## config.mk

```make
export PLATFORM = sky130hd
export DESIGN_NAME = sys_cmd_ctrl
export DESIGN_NICKNAME = d
export VERILOG_FILES = /design/src/rtl/sys_cmd_ctrl.sv
export SDC_FILE = /design/constraint.sdc
export NUM_CORES = 1
export LEC_CHECK = 0
export BUFFER_PORTS_ARGS = -buffer_cell sky130_fd_sc_hd__buf_2
export CORE_MARGIN = 1
export CORE_UTILIZATION = 28
export DETAILED_ROUTE_END_ITERATION = 8
export PLACE_DENSITY = 0.52
export SYNTH_ARGS = -nofsm -noshare
export SYNTH_HDL_FRONTEND = slang
export SYNTH_SLANG_ARGS = --single-unit
```

## constraint.sdc

```tcl
create_clock -name ref_clk -period 2.2 [get_ports ref_clk]
set_clock_uncertainty 0.2 [all_clocks]
set_input_delay 0.44 -clock ref_clk [delete_from_list [all_inputs] [get_ports ref_clk]]
set_output_delay 0.44 -clock ref_clk [all_outputs]
set_load 0.1 [all_outputs]
```

## src/rtl/sys_cmd_ctrl.sv

```systemverilog
// Command sequencer: decodes AA/BB/CC/DD byte frames from UART RX into RF/ALU operations, returns
// results to the TX FIFO. Define CMD_TIMEOUT_EN to abandon a stalled command after TIMEOUT_CYC cycles.

module sys_cmd_ctrl #(
  parameter int unsigned DATA_W      = 8,
  parameter int unsigned ADDR_W      = 4,
  parameter int unsigned FUN_W       = 4,
  parameter int unsigned TIMEOUT_CYC = 4096
) (
  input  logic                ref_clk,
  input  logic                rst,
  input  logic [DATA_W-1:0]   rx_p_data,
  input  logic                rx_d_valid,
  input  logic [DATA_W-1:0]   rf_rd_data,
  input  logic                rf_rd_valid,
  input  logic [2*DATA_W-1:0] alu_out,
  input  logic                alu_out_valid,
  input  logic                tx_full,
  output logic                rf_wr_en,
  output logic                rf_rd_en,
  output logic [ADDR_W-1:0]   rf_addr,
  output logic [DATA_W-1:0]   rf_wr_data,
  output logic                alu_en,
  output logic [FUN_W-1:0]    alu_fun,
  output logic                alu_clk_en,
  output logic                tx_wr_en,
  output logic [DATA_W-1:0]   tx_wr_data
);

  localparam logic [DATA_W-1:0] CmdWr  = DATA_W'(8'hAA);
  localparam logic [DATA_W-1:0] CmdRd  = DATA_W'(8'hBB);
  localparam logic [DATA_W-1:0] CmdAlu = DATA_W'(8'hCC);
  localparam logic [DATA_W-1:0] CmdFun = DATA_W'(8'hDD);

  typedef enum logic [3:0] {
    StIdle, StWrAddr, StWrData, StRdAddr, StRdWait, StOpA, StOpB, StFun, StAluWait, StTxLo, StTxHi
  } state_e;

  state_e              state_q, state_d;
  logic [2*DATA_W-1:0] result_q, result_d;
  logic                alu_path_q, alu_path_d;
  logic                timeout;

  logic                rf_wr_en_d, rf_rd_en_d, alu_en_d, alu_clk_en_d, tx_wr_en_d;
  logic [ADDR_W-1:0]   rf_addr_d;
  logic [DATA_W-1:0]   rf_wr_data_d, tx_wr_data_d;
  logic [FUN_W-1:0]    alu_fun_d;

`ifdef CMD_TIMEOUT_EN
  localparam int unsigned CntW = $clog2(TIMEOUT_CYC + 1);
  logic [CntW-1:0] cnt_q;
  logic            byte_state;

  always_comb begin
    byte_state = state_q inside {StWrAddr, StWrData, StRdAddr, StOpA, StOpB, StFun};
    timeout    = byte_state && !rx_d_valid && (cnt_q == CntW'(TIMEOUT_CYC - 1));
  end

  always_ff @(posedge ref_clk or negedge rst) begin
    if (!rst) begin
      cnt_q <= '0;
    end else if (rx_d_valid || !byte_state) begin
      cnt_q <= '0;
    end else begin
      cnt_q <= cnt_q + CntW'(1);
    end
  end
`else
  logic [31:0] unused_timeout_cyc;
  assign unused_timeout_cyc = TIMEOUT_CYC;
  assign timeout = 1'b0;
`endif

  always_ff @(posedge ref_clk or negedge rst) begin
    if (!rst) begin
      state_q <= StIdle;
    end else begin
      state_q <= state_d;
    end
  end

  always_comb begin
    state_d    = state_q;
    result_d   = result_q;
    alu_path_d = alu_path_q;
    unique case (state_q)
      StIdle: begin
        if (rx_d_valid) begin
          case (rx_p_data)
            CmdWr:   state_d = StWrAddr;
            CmdRd:   state_d = StRdAddr;
            CmdAlu:  state_d = StOpA;
            CmdFun:  state_d = StFun;
            default: state_d = StIdle;
          endcase
        end
      end
      StWrAddr: if (rx_d_valid) state_d = StWrData;
      StWrData: if (rx_d_valid) state_d = StIdle;
      StRdAddr: if (rx_d_valid) state_d = StRdWait;
      StRdWait: begin
        if (rf_rd_valid) begin
          result_d   = {{DATA_W{1'b0}}, rf_rd_data};
          alu_path_d = 1'b0;
          state_d    = StTxLo;
        end
      end
      StOpA:    if (rx_d_valid) state_d = StOpB;
      StOpB:    if (rx_d_valid) state_d = StFun;
      StFun:    if (rx_d_valid) state_d = StAluWait;
      StAluWait: begin
        if (alu_out_valid) begin
          result_d   = alu_out;
          alu_path_d = 1'b1;
          state_d    = StTxLo;
        end
      end
      StTxLo:   if (!tx_full) state_d = alu_path_q ? StTxHi : StIdle;
      StTxHi:   if (!tx_full) state_d = StIdle;
      default:  state_d = StIdle;
    endcase
    // A timeout only fires in a byte-waiting state with no byte present, so nothing is emitted.
    if (timeout) state_d = StIdle;
  end

  always_comb begin
    rf_wr_en_d   = 1'b0;
    rf_rd_en_d   = 1'b0;
    alu_en_d     = 1'b0;
    tx_wr_en_d   = 1'b0;
    rf_addr_d    = rf_addr;
    rf_wr_data_d = rf_wr_data;
    alu_fun_d    = alu_fun;
    tx_wr_data_d = tx_wr_data;
    // Gate opens on entry to FUN, so it always leads alu_en by at least one cycle.
    alu_clk_en_d = (state_d == StFun) || (state_d == StAluWait);
    unique case (state_q)
      StWrAddr: if (rx_d_valid) rf_addr_d = rx_p_data[ADDR_W-1:0];
      StWrData: begin
        if (rx_d_valid) begin
          rf_wr_en_d   = 1'b1;
          rf_wr_data_d = rx_p_data;
        end
      end
      StRdAddr: begin
        if (rx_d_valid) begin
          rf_rd_en_d = 1'b1;
          rf_addr_d  = rx_p_data[ADDR_W-1:0];
        end
      end
      StOpA, StOpB: begin
        if (rx_d_valid) begin
          rf_wr_en_d   = 1'b1;
          rf_addr_d    = (state_q == StOpA) ? ADDR_W'(0) : ADDR_W'(1);
          rf_wr_data_d = rx_p_data;
        end
      end
      StFun: begin
        if (rx_d_valid) begin
          alu_en_d  = 1'b1;
          alu_fun_d = rx_p_data[FUN_W-1:0];
        end
      end
      StTxLo: begin
        if (!tx_full) begin
          tx_wr_en_d   = 1'b1;
          tx_wr_data_d = result_q[DATA_W-1:0];
        end
      end
      StTxHi: begin
        if (!tx_full) begin
          tx_wr_en_d   = 1'b1;
          tx_wr_data_d = result_q[2*DATA_W-1:DATA_W];
        end
      end
      default: ;
    endcase
  end

  always_ff @(posedge ref_clk or negedge rst) begin
    if (!rst) begin
      result_q   <= '0;
      alu_path_q <= 1'b0;
      rf_wr_en   <= 1'b0;
      rf_rd_en   <= 1'b0;
      rf_addr    <= '0;
      rf_wr_data <= '0;
      alu_en     <= 1'b0;
      alu_fun    <= '0;
      alu_clk_en <= 1'b0;
      tx_wr_en   <= 1'b0;
      tx_wr_data <= '0;
    end else begin
      result_q   <= result_d;
      alu_path_q <= alu_path_d;
      rf_wr_en   <= rf_wr_en_d;
      rf_rd_en   <= rf_rd_en_d;
      rf_addr    <= rf_addr_d;
      rf_wr_data <= rf_wr_data_d;
      alu_en     <= alu_en_d;
      alu_fun    <= alu_fun_d;
      alu_clk_en <= alu_clk_en_d;
      tx_wr_en   <= tx_wr_en_d;
      tx_wr_data <= tx_wr_data_d;
    end
  end

endmodule
```

; ---- Word level (Yosys, flattened, before mapping)
; Cells that the tools add are included.
[word_totals]
regBits = 50
input_bits = 38
[classes]
n_eq_ne = 22
n_mux = 33
reduce_logical = 14
[ops]
columns = operator, n
row1 = 2-to-1 mux 4 bit, 14
row2 = case mux 4 bit (11 select lines), 1
row3 = "== test 8 bit, second input constant", 4
row4 = 2-to-1 mux 16 bit, 2
row5 = case mux 16 bit (2 select lines), 1
row6 = "== test 4 x 3 -> 1 bit, second input constant", 5
row7 = "== test 4 bit, second input constant", 4
row8 = 2-to-1 mux 8 bit, 2
row9 = case mux 8 bit (2 select lines), 1
row10 = case mux 3 bit (4 select lines), 1
row11 = "inequality test 2 bit, second input constant", 5
row12 = 2-to-1 mux 1 bit, 9
row13 = AND reduction 3 bit, 3
row14 = "== test 4 x 2 -> 1 bit, second input constant", 2
row15 = case mux 4 bit (2 select lines), 1
row16 = nonzero test 2 bit, 3
row17 = OR reduction 2 bit, 3
row18 = "== test 4 x 1 -> 1 bit, second input constant", 1
row19 = logical NOT 4 bit, 1
row20 = AND reduction 2 bit, 2
row21 = OR reduction 3 bit, 1
row22 = "inequality test 2 x 1 -> 1 bit, second input constant", 1
row23 = case mux 1 bit (2 select lines), 1
row24 = logical OR 1 bit, 1

; ---- Depth between registers and ports, before layout
[depth]
word_depth = 6
depth_mapped = 8

; ---- Worst setup path before layout
; No wires, ideal clock.
[synth_timing]
kind = input -> register
from = in rx_d_valid
to = reg alu_clk_en
setup_ns = 0.125
arrival_ns = 1.492
required_time_ns = 1.875
path_slack_ns = 0.383
cell_stages = 6
n_path_buf = 1
cell_sequence = buf_2 > and4bb_2 > o211ai_1 > o22ai_1 > o21bai_1 > mux2_4
[synth_via]
elab_chain_cells = 4
elab_cells_between_ends = 11
cone_classes = eq/ne: 2 / mux: 8 / reduce/logical: 1
[synth_lines]
columns = item, line
row1 = "start, declared", 13  ; input logic rx_d_valid,
row2 = "2-to-1 mux 4 bit, or another cell as far along", 110  ; StFun: if (rx_d_valid) state_d = StAluWait;
row3 = case mux 4 bit (11 select lines) *, 86  ; unique case (state_q)
row4 = via state_d[1], 39  ; state_e state_q, state_d;
row5 = == test 4 x 3 -> 1 bit or == test 4 bit (tied branches), 136  ; alu_clk_en_d = (state_d == StFun) || (state_d == StAluWait);
row6 = logical OR 1 bit *, 136
row7 = via alu_clk_en_d, 44  ; logic rf_wr_en_d, rf_rd_en_d, alu_en_d, alu_clk_en_d, tx_wr_en_d;
row8 = "end signal, assigned", 202  ; alu_clk_en <= alu_clk_en_d;
row9 = "end, declared", 25  ; output logic alu_clk_en,
; Mark *: on every way through the listed nets, which the timed path passes. The rest lies on a longest branch.
; A chain may end at the register's enable or synchronous reset.

; ---- Worst setup path in the final report
[layout_timing]
from = reg state_q[2]
to = reg alu_clk_en
[layout_via]
elab_chain_cells = 4
elab_cells_between_ends = 26
cone_classes = eq/ne: 12 / mux: 12 / reduce/logical: 2
[layout_lines]
columns = item, line
row1 = "start, declared", 39
row2 = "start signal, assigned", 76  ; state_q <= StIdle;
row3 = "start signal, assigned", 78  ; state_q <= state_d;
row4 = "== test 4 bit, or another cell as far along", 86
row5 = case mux 4 bit (11 select lines) *, 86
row6 = via state_d[1], 39
row7 = == test 4 x 3 -> 1 bit or == test 4 bit (tied branches), 136
row8 = logical OR 1 bit *, 136
row9 = via alu_clk_en_d, 44
; Marked as above.

==> results.cfg <==
[cells_and_area]
syn_to_final_growth_pct = 22.2
drive_above_1_share_pct = 38.3
diodes = 0
num-fill-cells = 843
final_cell_area_um2 = 2920
nets = 314

[pwr]
p_seq_share_pct = 36.8
power_density_nw_per_um2 = 1260
p_comb_share_pct = 47.9
p_switching_uw = 1790
p_clk_share_pct = 15.3
vdd_drop_max_mv = 0.620
swShare_pct = 48.7
p_leak_uw = 0.00138
internal-power_uw = 1890

[cts]
cts.repair.resized = 0
clkSinkCount = 50
cts_tree = built
cts_buffers = 5
postCtsHoldBufs = 1
htreeDepth = 2
cts_buffer_depth = 2
root_buffer = clkbuf_8
clkTransAtPathRegs_ns = 0.10
cts_setup_buffers = 0
clkLatencyLatePin_ns = 0.31

[placement]
io_buffers = 66
place_hpwl_mm = 4.12
gp_congestion = 0.769
placed_cell_area_um2 = 2820

[global_routing]
antenna_found_initial = 0
overflow = 0
grt_max_degree = 26
grt_pass1_vias = 1698
grt_pass1_wl_mm = 8.76
grt_usage_pct = 12.8

[worst_setup_path]
path_max_fanout = 13
critPathKind = flop to flop
crit_arrival_ns = 1.99
cp-end-kind = flop
cp_data_required_time_ns = 2.20
worstSetupStartpointType = flop

[yosys]
synth-compound-area-share_pct = 15.0
mappedNetlistNets = 245
synth_area_um2 = 2390
synth_fa_ha_area_share_pct = 0
synth_ff_type = dfrtp_1
yosys_warnings = 0
ys_ff_latch = 50
syn_avg_cell_area_um2 = 11.6
synth_top_area_share_pct = 52.3
synth_mux_area_share_pct = 13.0
synth-edff-count = 0
post_synth_xor_area_fraction_pct = 0.732
synth_top_family_by_area = compound AO/OA/AOI/OAI gates
synth_common_cells = dfrtp_1, nand2_1, mux2i_1, a22o_1
async_reset_ff_share_pct = 100
ys_types = 47
synth_top_area_cell = dfrtp_1
synth.most_common_cell = dfrtp_1
seq_area_frac_synth_pct = 52.3
synth.area.top_cells = dfrtp_1, mux2i_1, mux2_2
synth-simple-area-share_pct = 13.9
synthCells = 207

[floorplan]
ios = 67
die_h_um = 94.4
dieArea_um2 = 8920
dieWidth_um = 94.4
coreArea_um2 = 8260
rows = 33
initial_core_util_pct = 29.0

[timing]
setup_viol = 0
finalCritPeriodShare_pct = 90.5
finalSetupTns_ns = 0
worstMarginPinSlew_ns = 0.507
slew_violations = 0
rsz0062_at_grt = false
period_minus_slack_ns = 1.99
max_clock_freq_ghz = 0.502
relSlewSlack_pct = 66.2
hold_viol = 0

[detailed_routing]
drtAntennaViolNets = 0
drc = 0
num_vias = 1800
vias_per_cell = 4.71
wl_mm = 5.38
first_pass_iters = 4
drt-initial-drc-count = 94
wl_per_cell_um = 14.1

[status]
status = completed

[hold_path]
hp-class = input port to flop

[run]
maxCapViolCount = 0
## sequential cells by signal, summed over array words and instances, names as in the netlist
register    count
result_q       16
rf_rd_en        1
alu_fun         4
rf_wr_data      8
tx_wr_en        1
rf_wr_en        1
alu_clk_en      1
state_q         4
alu_en          1
tx_wr_data      8
alu_path_q      1
rf_addr         4
## cells by family after synthesis
kind of cell	count (synthesis)
and+or+nand+nor	56
AOI/OAI and AO/OA	52
DFF	50
muxes	29
buffers and inverters	18
xor gates and xnor gates	2
## cells in the final DEF, fill, tap and decap left out, types with 6 or more instances in the layout
| cell | count |
|---|---|
| o21ai_1 | 8 |
| clkbuf_8 | 6 |
| a22o_1 | 13 |
| mux2i_1 | 16 |
| nand2_1 | 20 |
| nor2_1 | 6 |
| mux2_2 | 12 |
| buf_4 | 10 |
| buf_2 | 66 |
| o21ai_0 | 12 |
| dfrtp_1 | 50 |
## layout make-up
type,instances,area (um^2),area share (%)
tap,105,131,4.49
inverter,3,11.3,0.385
sequential,50,1250,42.8
clock inverter,2,12.5,0.428
clock buffer,6,82.6,2.82
timing repair buffer,77,415,14.2
multi-input combinational,139,1020,34.9
## metrics by stage
stage / setup WS, ns / utilization, % / hold slack [ns] / total power [uW] / std cells
4_1_cts: 0.204 / 35.4 / 0.138 / 3710 / 382
3_5_place_dp: 0.184 / 34.1 / 0.192 / 3140 / 373
3_3_place_gp: 0.192 / 34.1 / 0.198 / 3130 / 373
5_1_grt: 0.0472 / 35.4 / 0.132 / 3880 / 382
6_report: 0.210 / 35.4 / 0.140 / 3670 / 382
2_1_floorplan: 0.383 / - / -0.0556 / 2810 / 207
## routing by layer
layer,part of all wire [%],global-route usage (%),vias up
met5,0,0,-
met4,1.2,4.23,0
met3,5.4,2.66,4
met2,46,18.7,46
met1,48,18.6,864
li1,-,-,886
## path summary, 6_finish.rpt
path	startpoint	slack, ns	to	cells past startpoint
worst max-delay path	state_q[2]$_DFF_PN0_	0.21	alu_clk_en$_DFF_PN0_	5
worst min register to register	tx_wr_data[7]$_DFFE_PN0P_	0.28	tx_wr_data[7]$_DFFE_PN0P_	2
worst min-delay path	alu_out[14]	0.14	result_q[14]$_DFFE_PN0P_	2
min in group asynchronous	rst	0.37	state_q[2]$_DFF_PN0_	2
max in group asynchronous	rst	0.76	result_q[9]$_DFFE_PN0P_	3
worst max register to register	state_q[2]$_DFF_PN0_	0.21	alu_clk_en$_DFF_PN0_	5
## critical path, stage by stage (launching register included)
cell      delay [ns]
dfrtp_1         0.54
and4bb_2        0.43
o211ai_1        0.11
o22ai_1         0.11
o21bai_1        0.17
mux2_4          0.32
## power groups by stage
stage          logic [uW]  registers [uW]  clock network, uW
4_1_cts              1770            1350                587
2_1_floorplan         590            2220                  0
3_5_place_dp         1770            1370                  0
3_3_place_gp         1760            1370                  0
5_1_grt              1860            1390                625
6_report             1760            1350                563
(Power assumes the default switching activity.)
